[config.mk]
export PLATFORM = sky130hd
export DESIGN_NAME = operator_stack
export DESIGN_NICKNAME = d
export VERILOG_FILES = /design/src/rtl/operator_stack.sv
export SDC_FILE = /design/constraint.sdc
export NUM_CORES = 1
export LEC_CHECK = 0
export CORE_MARGIN = 2
export CORE_UTILIZATION = 23
export CTS_CLUSTER_DIAMETER = 200
export DETAILED_ROUTE_END_ITERATION = 12
export PLACE_DENSITY_LB_ADDON = 0.3
export REMOVE_ABC_BUFFERS = 1
export SYNTH_ARGS = -nofsm -noshare
export SYNTH_HDL_FRONTEND = slang
export SYNTH_SLANG_ARGS = --single-unit
export TNS_END_PERCENT = 1
[constraint.sdc]
create_clock -name Clock -period 3.4 [get_ports Clock]
set_input_delay 0.68 -clock Clock [delete_from_list [all_inputs] [get_ports Clock]]
set_output_delay 0.68 -clock Clock [all_outputs]
set_load 0.02 [all_outputs]
[src/rtl/operator_stack.sv]
`default_nettype none
// ============================================================================
// Module   : operator_stack
// Purpose  : LIFO of operator codes with registered top-of-stack on op_data.
//            Optional sticky error flag enabled by macro OPSTACK_ERR_EN.
// Revision : 1.0 - initial release
// ============================================================================

`ifndef CO_N
`define CO_N 8
`endif

module operator_stack #(
    parameter int DEPTH = 16,
    parameter int AW    = 4
) (
    input  logic              Clock,
    input  logic              Reset,
    input  logic              op_push,
    input  logic              op_pop,
    input  logic              op_clear,
    input  logic [`CO_N-1:0]  op_wdata,
    output logic [`CO_N-1:0]  op_data,
    output logic              op_empty,
    output logic              op_full,
    output logic [AW:0]       op_count,
    output logic              op_err
);

    localparam logic [AW:0] c_depth = (AW+1)'(DEPTH);
    localparam logic [AW:0] c_one   = (AW+1)'(1);
    localparam logic [AW:0] c_two   = (AW+1)'(2);

    logic [`CO_N-1:0] r_top;
    logic [AW:0]      r_count;
    logic [`CO_N-1:0] r_mem [0:DEPTH-2];

    logic [`CO_N-1:0] w_top_nxt;
    logic [AW:0]      w_count_nxt;
    logic             w_wr_en;
    logic             w_empty;
    logic             w_full;
    logic [AW:0]      w_cm1;
    logic [AW:0]      w_cm2;

    assign w_empty = (r_count == '0);
    assign w_full  = (r_count == c_depth);
    assign w_cm1   = r_count - c_one;
    assign w_cm2   = r_count - c_two;

    always_comb begin
        w_top_nxt   = r_top;
        w_count_nxt = r_count;
        w_wr_en     = 1'b0;
        if (op_clear) begin
            w_top_nxt   = '0;
            w_count_nxt = '0;
        end else if (op_push && op_pop) begin
            // Replace in place; on an empty stack this degenerates to a push.
            w_top_nxt = op_wdata;
            if (w_empty) begin
                w_count_nxt = c_one;
            end
        end else if (op_push) begin
            if (!w_full) begin
                w_top_nxt   = op_wdata;
                w_count_nxt = r_count + c_one;
                w_wr_en     = !w_empty;
            end
        end else if (op_pop) begin
            if (r_count == c_one) begin
                w_top_nxt   = '0;
                w_count_nxt = '0;
            end else if (!w_empty) begin
                w_top_nxt   = r_mem[w_cm2[AW-1:0]];
                w_count_nxt = w_cm1;
            end
        end
    end

    always_ff @(posedge Clock) begin
        if (Reset) begin
            r_top   <= '0;
            r_count <= '0;
        end else begin
            r_top   <= w_top_nxt;
            r_count <= w_count_nxt;
        end
    end

    // The array is never reset; entries above the count are unreachable.
    always_ff @(posedge Clock) begin
        if (!Reset && !op_clear && w_wr_en) begin
            r_mem[w_cm1[AW-1:0]] <= r_top;
        end
    end

`ifdef OPSTACK_ERR_EN
    logic w_err_evt;
    logic r_err;

    assign w_err_evt = ( op_push &&  op_pop && w_empty) ||
                       ( op_push && !op_pop && w_full)  ||
                       (!op_push &&  op_pop && w_empty);

    always_ff @(posedge Clock) begin
        if (Reset || op_clear) begin
            r_err <= 1'b0;
        end else if (w_err_evt) begin
            r_err <= 1'b1;
        end
    end

    assign op_err = r_err;
`else
    assign op_err = 1'b0;
`endif

    assign op_data  = r_top;
    assign op_count = r_count;
    assign op_empty = w_empty;
    assign op_full  = w_full;

endmodule

`default_nettype wire

* Yosys cells after proc, flatten, opt, wreduce, memory -nomap -nowiden
Memory sizes are Yosys's and may differ from the RTL's.
Cells that the tools add are included.
** Storage, ports and cells
- Register bits :: 13
- Bits in writable memories :: 120
- Input port bits :: 13
- Output and inout bits :: 16
- Logic and storage cells :: 41
- Memories kept :: 1
** Operators by class
- $add $sub $neg :: 3
- Eq/ne operators :: 5
- Mux-type cells :: 19
- Reductions and logical operators :: 11
** Memories
- r_mem :: depth 15, width 8, rd ports 1, clocked after memory_dff 0, write ports 1, line 36 : logic [`CO_N-1:0] r_mem [0:DEPTH-2];
** Operators with widths (count)
- 8-bit two-way mux :: 6
- 5-bit two-way mux :: 7
- 1-bit two-way mux :: 6
- 5-bit by 1-bit adder with 5-bit output, second input constant :: 1
- 5-bit by 1-bit == test with 1-bit output, second input constant :: 1
- 5-bit == test, second input constant :: 1
- 5-bit zero test :: 1
- 5-bit by 1-bit subtractor with 5-bit output, second input constant :: 1
- 4-bit by 2-bit != test with 1-bit output, second input constant :: 1
- 4-bit AND reduction :: 1
- 4-bit by 2-bit subtractor with 4-bit output, second input constant :: 1
- 1-bit logical AND :: 3
- 1-bit zero test :: 3
- 3-bit by 2-bit != test with 1-bit output, second input constant :: 1
- 3-bit AND reduction :: 1
- 3-bit nonzero test :: 1
- 2-bit != test, second input constant :: 1
- 2-bit OR reduction :: 1

* Logic depth before layout (Yosys ltp)
- Depth in word-level cells :: 9
- Depth in mapped cells :: 11
- Gate-level depth less buffers :: 7

* Worst setup path after synthesis
OpenSTA, ideal clock, no wires.
- Path kind :: register to register
- Start :: reg r_count[1] (netlist: op_count[1])
- End :: mem r_mem[10][0] in the netlist's numbering, enable pin
- Setup time :: 0.370 ns
- Data arrival time :: 2.814 ns
- Data required time :: 3.030 ns
- Path slack :: 0.216 ns
- Stages on the path, launching flop included :: 10
- Buffers on the path :: 3
- Period minus slack after synthesis :: 3.184 ns
- Cell sequence :: dfxtp_1 > clkbuf_1 > buf_2 > clkbuf_1 > inv_1 > ha_1 > nor3b_2 > nor3_1 > nand2_1 > nor2_1
** Between the ends
- Longest elaborated chain between the ends :: 9
- Elaborated cells on any way between the ends :: 11
- Classes of those cells :: add/sub: 1; eq/ne: 1; mux: 6; reduce/logical: 3
** Ends and longest elaborated chain
- start, declared :: line 35 : logic [AW:0] r_count;
- start signal, assigned :: line 87 : r_count <= w_count_nxt;
- 5-bit zero test :: line 46 : assign w_empty = (r_count == '0);
- 1-bit zero test
- 1-bit two-way mux :: line 65 : if (!w_full) begin
- 1-bit two-way mux :: line 64 : end else if (op_push) begin
- 1-bit two-way mux :: line 58 : end else if (op_push && op_pop) begin
- 1-bit two-way mux :: line 55 : if (op_clear) begin
- 1-bit logical AND :: line 93 : if (!Reset && !op_clear && w_wr_en) begin
- 1-bit two-way mux :: line 93
- 1-bit two-way mux (not written as such) :: line 94 : r_mem[w_cm1[AW-1:0]] <= r_top;
- end, declared :: line 36
Parallel ways exist; a longest one is shown, timed or not.

* Worst setup path in the final report
- Start :: reg r_count[0] (netlist: op_count[0])
- End :: out op_empty
** Between the ends
- Longest elaborated chain between the ends :: 1
** Ends and longest elaborated chain
- 5-bit zero test :: line 46
- end, declared :: line 24 : output logic op_empty,
Every way passes these cells.

==> metrics.cfg <==
[outcome]
status = completed

[logic_synthesis]
seq_area_frac_synth = 0.697
synth_cell_types = 41
synth_edf_count = 120
synth_async_sr_flop_share = 0
synth_area_sq_um = 5540
ys_ff_latch = 133
syn_area_per_cell_sq_um = 16.5
yosysWarnings = 0
synth_ff_type = edfxtp_1
syn_inst = 335

[route]
viasPerCell = 4.39
vias = 3167
drtIter0Drc = 287
wl_microns = 13200
firstDrtPassIters = 4
ant_nets = 0
wire_per_inst_microns = 18.3
drc = 0

[timing]
fin_setup_tns_ns = 0
finalHoldViolations = 0
slew_headroom = 0.467
drv_slew = 0
period_minus_slack_ns = 2.91
worst_clock_skew_ns = 0.00659
worst_pin_slew_ns = 0.799
setup_viol = 0
min_period_over_period = 0.855
fin_ws_ns = 0.495
max_freq_mhz = 344
rsz0062_at_grt = false

[final_layout]
layout.nets = 411
fin_area_sq_um = 6920
seqCellArea_sq_um = 3860
drive_gt1_frac = 0.211
diodes = 0
syn_to_final_growth_pct = 24.9
multi_input_area_sq_um = 1560
fillers = 2386

[place]
dp_hpwl_microns = 8570
dpl_cell_area_sq_um = 6330
io_buffers = 27
pre_cts_ws_ns = 0.499
place_congestion = 0.770

[clock_network]
cts_buffer_depth = 2
cts_resized = 0
cts_inserted_buffers = 17
root_buffer = clkbuf_16
path_clk_slew_ns = 0.06
clock_latency_ns = 0.41
htreeDepth = 4
postCtsHoldBufs = 0
clkSinkCount = 133
cts_tree = done
post_cts_buffers = 0

[critical_path]
cpLargestDelayFamily = buffers and inverters
critPathMaxStageDelay_ns = 0.68
r2r_end = op_data[2]$_SDFFE_PP0P_
crit_fanout = 5
crit_required_ns = 2.72
worst-r2r-cell-count = 7
worstSetupPathType = flop to primary output
worstReg2RegStart = op_count[0]$_SDFFE_PP0P_
critPathLaunchType = flop
cp_cell_sequence = inv_1 > ha_1 > nor4b_1 > clkdlybuf4s50_1
reg2reg_slack_ns = 0.70
worst-path-buf-inv = 2
end_kind = primary output
cp_slowest_cell = clkdlybuf4s50_1
crit_arrival_ns = 2.23

[die]
start_util = 0.235
rows = 56
io_pins = 29
coreArea_sq_um = 23500
die_area_sq_um = 25400
die_y_microns = 159
fp.dieW_microns = 159

[hold_path]
min_to = r_mem[12][6]$_DFFE_PP_
hold_path_depth = 1
worstHoldStart = op_data[6]$_SDFFE_PP0P_
hp-class = flop to flop

[global_routing]
overflow = 0
grt_pass1_wl_microns = 20200
grt_max_degree = 36
grt_pass1_vias = 3318
grt_usage = 0.108
antenna_found_initial = 0

[job]
maxCapViolCount = 0

[power_and_ir_drop]
power_density_nw_per_um2 = 577
finalPower_mw = 3.99
vdd_drop_max_v = 0.000307
p_leak_nw = 2.22

[power by group]
group	internal, mW	leakage (nW)	switching (mW)
registers	1.80	1.21	0.0239
logic	0.142	0.715	0.193
clock network	1.21	0.290	0.627
[synthesized netlist by cell type, types with 2 or more instances]
| master | count | area share |
|---|---|---|
| o32ai_1 | 8 | 0.013 |
| buf_4 | 5 | 0.0068 |
| edfxtp_1 | 120 | 0.65 |
| o21ai_2 | 2 | 0.0032 |
| inv_1 | 6 | 0.0041 |
| xnor2_1 | 4 | 0.0063 |
| o22ai_1 | 9 | 0.010 |
| ha_1 | 8 | 0.018 |
| mux2i_1 | 9 | 0.016 |
| buf_2 | 6 | 0.0054 |
| mux4_2 | 24 | 0.098 |
| a21oi_1 | 6 | 0.0054 |
| a221oi_1 | 2 | 0.0032 |
| clkbuf_1 | 8 | 0.0054 |
| o21ai_0 | 4 | 0.0036 |
| nor3_1 | 2 | 0.0018 |
| a22oi_1 | 9 | 0.012 |
| or3_1 | 2 | 0.0023 |
| nor2_1 | 31 | 0.021 |
| nand2_1 | 20 | 0.014 |
| nor2b_1 | 2 | 0.0023 |
| dfxtp_1 | 13 | 0.047 |
| a211oi_1 | 17 | 0.023 |
[per-stage QoR]
stage,hold slack [ns],instances,utilization
floorplan,0.665,316,-
global placement,0.646,690,0.269
detailed placement,0.658,690,0.269
CTS,0.673,722,0.294
global route,0.689,722,0.294
finish,0.665,722,0.294
[cells by family (layout without fill, tap and decap cells)]
kind of cell             Yosys count  count (layout)  share of synthesized area
XOR/XNOR                           6               6                     0.0129
AO/OA/AOI/OAI                     62              62                     0.0801
buffers and inverters             25              93                     0.0217
other                              1               1                   0.000677
multiplexers                      33              33                      0.114
flip-flops                       133             133                      0.697
adder cells (fa/ha/maj)            8               8                     0.0181
AND/OR/NAND/NOR                   67              67                     0.0558
[registers in the layout (all words and copies together), names as in the netlist]
| register | cells |
|---|---|
| op_data | 8 |
| r_mem | 120 |
| op_count | 5 |
[worst max path at each step]
stage,from,depth (start not counted),endpoint
after floorplan,op_count[1]$_SDFFE_PP0P_,6,r_mem[10][0]$_DFFE_PP_
after global placement,op_clear,6,r_mem[12][1]$_DFFE_PP_
after detailed placement,op_pop,6,op_data[2]$_SDFFE_PP0P_
after CTS,op_count[0]$_SDFFE_PP0P_,4,op_full
after global routing,op_count[0]$_SDFFE_PP0P_,4,op_empty
final,op_count[0]$_SDFFE_PP0P_,4,op_empty
[cell usage in the layout, fill, tap and decap left out, types with 2 or more instances in the layout]
cell type / instances
bufinv_16: 4
clkinv_2: 4
clkdlybuf4s50_1: 27
buf_4: 28
inv_1: 6
a211oi_1: 17
dfxtp_1: 12
mux4_2: 24
xnor2_1: 4
o21ai_0: 4
clkbuf_1: 2
clkbuf_16: 17
clkinv_1: 4
o21ai_2: 2
edfxtp_1: 120
o32ai_1: 8
o22ai_1: 9
a221oi_1: 2
or3_1: 2
a22oi_1: 9
mux2i_1: 9
a21oi_1: 6
nand2_1: 20
ha_1: 8
nor2_1: 31
nor2b_1: 2
nor3_1: 2
[layer usage]
layer  vias up  wire (microns)  GRT usage
met2        78            6440      0.175
li1       1450               -          -
met4         0             270     0.0409
met1      1620            5970      0.138
met3        19             495     0.0284
met5         -               0          0
[area by class of cell]
cell class | instances | area share
flip-flops and latches | 133 | 0.558
clock inverters | 13 | 0.0235
clock buffers | 19 | 0.0625
repair buffers | 55 | 0.0694
inverters | 6 | 0.00325
multi-input cells | 177 | 0.225
well taps | 319 | 0.0577
Power figures use the tool's default switching activity.
